$ cat config.mk
export PLATFORM = sky130hd
export DESIGN_NAME = l1d_snoop_sched
export DESIGN_NICKNAME = d
export VERILOG_FILES = /design/src/rtl/rvh_l1d_pkg.sv /design/src/rtl/l1d_snoop_fifo.sv /design/src/rtl/l1d_snoop_sched.sv
export SDC_FILE = /design/constraint.sdc
export NUM_CORES = 1
export LEC_CHECK = 0
export CAP_MARGIN = 20
export CORE_UTILIZATION = 52
export CTS_CLUSTER_SIZE = 25
export DETAILED_ROUTE_END_ITERATION = 6
export PLACE_DENSITY = 0.91
export SYNTH_ARGS = -nofsm -noshare
export SYNTH_HDL_FRONTEND = slang
export SYNTH_SLANG_ARGS = --single-unit
$ cat constraint.sdc
create_clock -name clk -period 4.77 [get_ports clk]
set_clock_uncertainty 0.15 [all_clocks]
set_input_delay 0.7155 -clock clk [delete_from_list [all_inputs] [get_ports clk]]
set_output_delay 0.7155 -clock clk [all_outputs]
set_load 0.01 [all_outputs]
$ cat src/rtl/rvh_l1d_pkg.sv
// Shared types and defaults for the L1D snoop scheduler: request/response
// field layouts, FSM state encoding and the default sizing parameters.
package rvh_l1d_pkg;

    // Default sizing for the snoop scheduler.
    localparam int unsigned SnqDepthDefault  = 4;
    localparam int unsigned StarveMaxDefault = 4;
    localparam int unsigned WdogMaxDefault   = 64;

    // Snoop request layout: [17:4] line address, [3:0] snoop type.
    localparam int unsigned SnAddrW = 14;
    localparam int unsigned SnTypeW = 4;
    localparam int unsigned SnReqW  = SnAddrW + SnTypeW;

    // Engine response beat layout: [65] has-data, [64:1] data, [0] done.
    localparam int unsigned SnDataW          = 64;
    localparam int unsigned SnRespW          = SnDataW + 2;
    localparam int unsigned SnRespDoneBit    = 0;
    localparam int unsigned SnRespHasDataBit = SnRespW - 1;

    // A data snoop returns one full line as eight beats.
    localparam int unsigned SnBeatCntW = 3;

    typedef struct packed {
        logic [SnAddrW-1:0] addr;
        logic [SnTypeW-1:0] typ;
    } sn_req_t;

    typedef struct packed {
        logic               has_data;
        logic [SnDataW-1:0] data;
        logic               done;
    } sn_resp_t;

    typedef enum logic [1:0] {
        StIdle     = 2'd0,
        StWaitResp = 2'd1,
        StData     = 2'd2
    } sn_state_e;

endpackage

$ cat src/rtl/l1d_snoop_fifo.sv
// Snoop request queue: plain circular FIFO with a wrap bit on each pointer so
// full and empty are distinguishable. Push and pop together are legal at any
// fill level, including full (the freed slot is the one being written).
module l1d_snoop_fifo
    import rvh_l1d_pkg::*;
#(
    parameter int unsigned DEPTH = SnqDepthDefault,
    parameter int unsigned WIDTH = SnReqW
) (
    input  logic             clk,
    input  logic             rstn,
    input  logic             push,
    input  logic [WIDTH-1:0] push_data,
    input  logic             pop,
    output logic             full,
    output logic             empty,
    output logic [WIDTH-1:0] head
);

    localparam int unsigned AW = $clog2(DEPTH);

    logic [AW:0]      wptr_q;
    logic [AW:0]      rptr_q;
    logic [WIDTH-1:0] mem_q [DEPTH];
    logic             do_push;
    logic             do_pop;

    assign empty   = (wptr_q == rptr_q);
    assign full    = (wptr_q[AW] != rptr_q[AW]) && (wptr_q[AW-1:0] == rptr_q[AW-1:0]);
    assign do_pop  = pop & ~empty;
    assign do_push = push & (~full | do_pop);
    assign head    = mem_q[rptr_q[AW-1:0]];

    // Pointer update; wrap bit toggles each lap of the storage.
    always_ff @(posedge clk or negedge rstn) begin
        if (!rstn) begin
            wptr_q <= '0;
            rptr_q <= '0;
        end else begin
            if (do_push) wptr_q <= wptr_q + 1'b1;
            if (do_pop)  rptr_q <= rptr_q + 1'b1;
        end
    end

    // Storage write; contents are don't-care until pointed at by a valid entry.
    always_ff @(posedge clk) begin
        if (do_push) mem_q[wptr_q[AW-1:0]] <= push_data;
    end

endmodule

$ cat src/rtl/l1d_snoop_sched.sv
// L1D snoop scheduler: queues incoming NoC snoops, arbitrates the shared
// tag/LST read port against the core pipeline with starvation protection,
// tracks one in-flight snoop through its response beats and forwards those
// beats to the NoC through a one-entry response register.
module l1d_snoop_sched
    import rvh_l1d_pkg::*;
#(
    parameter int unsigned SNQ_DEPTH  = SnqDepthDefault,
    parameter int unsigned STARVE_MAX = StarveMaxDefault,
    parameter int unsigned WDOG_MAX   = WdogMaxDefault
) (
    input  logic               clk,
    input  logic               rstn,
    // Incoming snoops from the NoC
    input  logic               noc_sn_req_valid_i,
    output logic               noc_sn_req_ready_o,
    input  logic [SnReqW-1:0]  noc_sn_req_i,
    // Shared tag/LST port arbitration with the core pipeline
    input  logic               pipe_lkup_req_i,
    output logic               pipe_stall_o,
    // Issue to the snoop engine
    output logic               sn_req_hsk_o,
    output logic [SnReqW-1:0]  sn_req_o,
    input  logic               sn_empty_i,
    // Engine response beats
    input  logic               sn_resp_valid_i,
    input  logic [SnRespW-1:0] sn_resp_i,
    // Response to the NoC
    output logic               noc_sn_resp_valid_o,
    input  logic               noc_sn_resp_ready_i,
    output logic [SnRespW-1:0] noc_sn_resp_o,
    // Status
    output logic               sn_busy_o,
    output logic               wdog_err_o
);

    localparam int unsigned StarveW = $clog2(STARVE_MAX + 1);
    localparam int unsigned WdogW   = $clog2(WDOG_MAX + 1);

    localparam logic [StarveW-1:0]    StarveLimit = StarveW'(STARVE_MAX);
    localparam logic [WdogW-1:0]      WdogLast    = WdogW'(WDOG_MAX - 1);
    localparam logic [SnBeatCntW-1:0] LastBeat    = '1;

    // Queue interface
    logic              fifo_push;
    logic              fifo_full;
    logic              fifo_empty;
    logic [SnReqW-1:0] fifo_head;

    // State
    sn_state_e              state_q;
    logic [SnBeatCntW-1:0]  beat_cnt_q;
    logic [WdogW-1:0]       wdog_cnt_q;
    logic                   wdog_err_q;
    logic [StarveW-1:0]     starve_cnt_q;
    logic                   resp_vld_q;
    logic [SnRespW-1:0]     resp_q;

    // Decoded control
    logic busy;
    logic eligible;
    logic issue;
    logic beat;
    logic beat_done;
    logic beat_has_data;
    logic stray_beat;
    logic resp_load;
    logic resp_drop;
    logic wdog_hit;

    l1d_snoop_fifo #(
        .DEPTH (SNQ_DEPTH),
        .WIDTH (SnReqW)
    ) u_snoop_fifo (
        .clk       (clk),
        .rstn      (rstn),
        .push      (fifo_push),
        .push_data (noc_sn_req_i),
        .pop       (issue),
        .full      (fifo_full),
        .empty     (fifo_empty),
        .head      (fifo_head)
    );

    assign noc_sn_req_ready_o = ~fifo_full;
    assign fifo_push          = noc_sn_req_valid_i & ~fifo_full;

    // Busy comes straight from the registered state, so the cycle after an
    // issue is already blocked even though sn_empty_i has not fallen yet.
    assign busy     = (state_q != StIdle);
    assign eligible = ~fifo_empty & ~busy & sn_empty_i & ~resp_vld_q;
    assign issue    = eligible & (~pipe_lkup_req_i | (starve_cnt_q == StarveLimit));

    assign sn_req_hsk_o = issue;
    assign sn_req_o     = fifo_empty ? '0 : fifo_head;
    assign pipe_stall_o = pipe_lkup_req_i & issue;

    assign beat_done     = sn_resp_i[SnRespDoneBit];
    assign beat_has_data = sn_resp_i[SnRespHasDataBit];
    assign beat          = sn_resp_valid_i & busy;
    assign stray_beat    = sn_resp_valid_i & ~busy;
    // The engine cannot be back-pressured: a beat that finds the register full
    // and not draining is lost and flagged.
    assign resp_load     = beat & (~resp_vld_q | noc_sn_resp_ready_i);
    assign resp_drop     = beat & resp_vld_q & ~noc_sn_resp_ready_i;
    assign wdog_hit      = busy & (wdog_cnt_q == WdogLast);

    assign sn_busy_o           = busy;
    assign wdog_err_o          = wdog_err_q;
    assign noc_sn_resp_valid_o = resp_vld_q;
    assign noc_sn_resp_o       = resp_q;

    // Starvation counter: counts eligible cycles lost to the pipeline.
    always_ff @(posedge clk or negedge rstn) begin
        if (!rstn) begin
            starve_cnt_q <= '0;
        end else if (issue) begin
            starve_cnt_q <= '0;
        end else if (eligible && (starve_cnt_q != StarveLimit)) begin
            starve_cnt_q <= starve_cnt_q + 1'b1;
        end
    end

    // One-entry response register towards the NoC.
    always_ff @(posedge clk or negedge rstn) begin
        if (!rstn) begin
            resp_vld_q <= 1'b0;
            resp_q     <= '0;
        end else if (resp_load) begin
            resp_vld_q <= 1'b1;
            resp_q     <= sn_resp_i;
        end else if (noc_sn_resp_ready_i) begin
            resp_vld_q <= 1'b0;
        end
    end

    // In-flight snoop FSM with beat counter, watchdog and sticky error flag.
    always_ff @(posedge clk or negedge rstn) begin
        if (!rstn) begin
            state_q    <= StIdle;
            beat_cnt_q <= '0;
            wdog_cnt_q <= '0;
            wdog_err_q <= 1'b0;
        end else begin
            if (resp_drop || stray_beat || wdog_hit) wdog_err_q <= 1'b1;

            // Watchdog runs while busy; transitions to idle below override it.
            wdog_cnt_q <= busy ? wdog_cnt_q + 1'b1 : '0;

            if (wdog_hit) begin
                state_q    <= StIdle;
                beat_cnt_q <= '0;
                wdog_cnt_q <= '0;
            end else begin
                unique case (state_q)
                    StIdle: begin
                        if (issue) state_q <= StWaitResp;
                    end
                    StWaitResp: begin
                        if (beat) begin
                            if (beat_done) begin
                                state_q    <= StIdle;
                                wdog_cnt_q <= '0;
                            end else if (beat_has_data) begin
                                state_q    <= StData;
                                beat_cnt_q <= 3'd1;
                            end
                        end
                    end
                    StData: begin
                        if (beat) begin
                            if (beat_cnt_q == LastBeat) begin
                                state_q    <= StIdle;
                                beat_cnt_q <= '0;
                                wdog_cnt_q <= '0;
                            end else begin
                                beat_cnt_q <= beat_cnt_q + 1'b1;
                            end
                        end
                    end
                    default: begin
                        state_q    <= StIdle;
                        beat_cnt_q <= '0;
                    end
                endcase
            end
        end
    end

endmodule

==> out/results.tsv <==
stage	metric	value	unit
run_status	status	completed	
global_route	use_met2	0.398	
detailed_routing	drc	0	
detailed_routing	dr.pass1.iters	4	
worst_setup_path	critPathKind	register to output port	
yosys	seq_area_frac_synth	0.666	
power	p_seq_frac	0.358	
sta	slew_headroom	0.340	
worst_setup_path	crit_arrival	2.79	ns
yosys	syn-cell-area	0.00659	mm^2
floorplanning	core	0.0122	mm^2
sta	final-hold-violation-count	0	
worst_setup_path	crit_family	flip-flops	
worst_setup_path	worstSetupEndpointType	output port	
floorplanning	ios	181	
power	vdd_ir_drop_max	398	uV
floorplanning	rows	40	
clocking	numClockSinks	161	
placed_design	routabilityCongestion	0.782	
clocking	cts_setup_buffers	0	
clocking	cts_tree	done	
worst_setup_path	critPathSlowestCell	dfrtp_1	
global_route	grtUsageMet3	0.0524	
placed_design	placed_cells	727	
clocking	clock_path_buffers	2	
global_route	overflow	0	
power	p_per_area	682	mW/mm^2
worst_setup_path	crit_chain	xor2_1, nor3_2, buf_4, nor2b_1, clkdlybuf4s50_1	
job	cap_violations	0	
global_route	grt_usage	0.230	
finish	syn2layout_area_growth	38.8	%
yosys	synth_fp_nets	494	
global_route	antenna_found_initial	0	
worst_setup_path	ff2ff_path_depth	3	
worst_setup_path	cp-start-kind	register	
clocking	cts_buffers	17	
sta	min_period	3.66	ns
yosys	syn_area_per_cell	16.9	um^2
finish	diodes	0	
power	clkPwrFrac	0.222	
power	p_sw	1.95	mW
yosys	ys_ff_latch	161	
sta	max_freq	0.274	GHz
global_route	grt_pass1_wl	22.1	mm
min_path	holdCritPathClass	input port to asynchronous set/reset pin	
power	pwr-share-comb	0.420	
placed_design	port_buffers	180	
global_route	grt_busiest_layer	met2	
power	switching_share	0.312	
detailed_routing	wire_per_inst	19.2	um
sta	rsz0062_at_grt	false	
floorplanning	die_h	115	um
detailed_routing	viasPerCell	5.31	
global_route	grt_max_degree	90	
global_route	use_met1	0.273	
worst_setup_path	crit_path_max_incr_delay	0.99	ns
sta	setup_tns	0	ns
yosys	synth_edf_count	72	
placed_design	dp_hpwl	9.69	mm
sta	post-route-period-util	0.766	
detailed_routing	ant_nets	0	
finish	fin_util	0.752	
floorplanning	die-width	115	um
clocking	cts_root_buffer	clkbuf_16	
finish	final_net_count	683	
worst_setup_path	cp.required	3.90	ns
finish	fin_cells	760	
sta	hold_slack	0.150	ns
power	internal_power	4.30	mW
detailed_routing	wl	14.6	mm
worst_setup_path	critPathBufInv	2	
sta	setup_violations	0	
global_route	grt_pass1_vias	4189	
clocking	cts.htree.levels	4	
floorplanning	dieArea	0.0131	mm^2
detailed_routing	drt_iter0_drc	175	
yosys	ys.flop_type	dfrtp_1	
clocking	holdBufCountCts	0	
finish	drive_gt1_frac	0.223	
yosys	yosysWarnings	0	
power	p_leak	3.53	nW
floorplanning	initial_core_util	0.542	
clocking	postCtsResizedCells	0	
yosys	ys_types	47	
finish	final_common_cell	clkdlybuf4s50_1	
sta	worst_pin_slew	0.989	ns
worst_setup_path	critPathMaxFanout	22	
detailed_routing	vias	4038	
clocking	clock_insertion_delay_worst_skew	0.43	ns
finish	final_cell_mix	clkdlybuf4s50_1, dfrtp_1, edfxtp_1	
sta	drv_slew	0	
yosys	synthArstFlopShare	0.553	
clocking	cts.clk_slew.worst_paths	0.06	ns
worst_setup_path	cp.depth	5	
yosys	synthCells	390	
-- worst register-to-register path: stages (launching register included) --
cell	delay [ns]
dfrtp_1	0.99
xor2_1	0.28
o31a_2	0.24
and2_1	0.79
-- area by class of cell --
class	count	area [um^2]
Inverter	8	30.0
Timing Repair Buffer	184	1840
Clock inverter	13	161
Fill cell	742	3010
Multi-Input combinational cell	207	2070
Tap cell	168	210
Sequential cell	161	4390
Clock buffer	19	443
-- metal layers --
layer / wire length [um] / share of wire / up-vias
met2: 7990 / 0.55 / 134
met5: 0 / 0 / -
met1: 5530 / 0.38 / 2054
met4: 372 / 0.026 / 0
met3: 687 / 0.047 / 31
li1: - / - / 1819
-- sequential cells by signal, indices dropped and copies added (netlist names) --
name and flops:
u_snoop_fifo.wptr_q 3, u_snoop_fifo.rptr_q 3, state_q 2, wdog_cnt_q 7, noc_sn_resp_o 66, u_snoop_fifo.mem_q 72, wdog_err_o 1, beat_cnt_q 3
noc_sn_resp_valid_o 1, starve_cnt_q 3
-- final timing paths --
| path | slack, ns | to | from |
|---|---|---|---|
| min in group clk | 0.32 | wdog_cnt_q[0] | wdog_cnt_q[0] |
| setup / recovery | 1.11 | sn_req_o[15] | u_snoop_fifo.rptr_q[1] |
| max in group asynchronous | 3.66 | u_snoop_fifo.wptr_q[0] | rstn |
| setup reg to reg | 1.93 | u_snoop_fifo.mem_q[0][16] | u_snoop_fifo.rptr_q[1] |
| hold / removal | 0.15 | noc_sn_resp_o[31] | rstn |
| hold reg to reg | 0.32 | wdog_cnt_q[0] | wdog_cnt_q[0] |
-- power groups by stage --
stage | registers, mW | logic, mW | clock network, mW
after global routing | 2.29 | 2.80 | 1.46
after detailed placement | 2.26 | 2.61 | 0
after floorplan | 2.32 | 1.25 | 0
after global placement | 2.22 | 2.54 | 0
after CTS | 2.24 | 2.65 | 1.40
final | 2.24 | 2.62 | 1.39
-- metrics by stage --
stage	worst slack (ns)	power, mW	cell area, um^2
3_3_place_gp	1.50	4.76	8520
2_1_floorplan	2.48	3.57	6590
3_5_place_dp	1.48	4.87	8520
6_report	1.11	6.24	9150
5_1_grt	0.942	6.56	9150
4_1_cts	1.06	6.29	9130
-- cell usage after synthesis (2+ instances only) --
cell type / n / area [um^2]
a21bo_2: 2 / 20.0
a21oi_1: 4 / 20.0
a31oi_1: 2 / 12.5
and2_1: 4 / 25.0
and3_1: 3 / 18.8
buf_2: 8 / 40.0
buf_6: 5 / 56.3
dfrtp_1: 89 / 2230
edfxtp_1: 72 / 2160
ha_1: 13 / 163
inv_1: 8 / 30.0
mux2_2: 66 / 743
mux4_2: 17 / 383
nand2_1: 9 / 33.8
nand2b_1: 6 / 37.5
nand3_1: 4 / 20.0
nand3b_1: 2 / 15.0
nand4_1: 2 / 12.5
nor2_1: 8 / 30.0
nor2b_1: 21 / 131
o21a_1: 2 / 15.0
o21ai_0: 6 / 30.0
o31ai_1: 2 / 15.0
xnor2_1: 6 / 52.6
xor2_1: 7 / 61.3
-- logic make-up (layout without fill, tap and decap cells) --
group / count (synthesis) / in the layout / share of synthesized area
DFF: 161 / 161 / 0.666
muxes: 85 / 85 / 0.177
and+or+nand+nor: 70 / 70 / 0.0649
AOI/OAI and AO/OA: 25 / 25 / 0.0279
buffers and inverters: 22 / 224 / 0.0203
xor gates and xnor gates: 14 / 14 / 0.0197
adders and majority gates: 13 / 13 / 0.0247
Note: power is estimated with default switching activity, not from simulation.
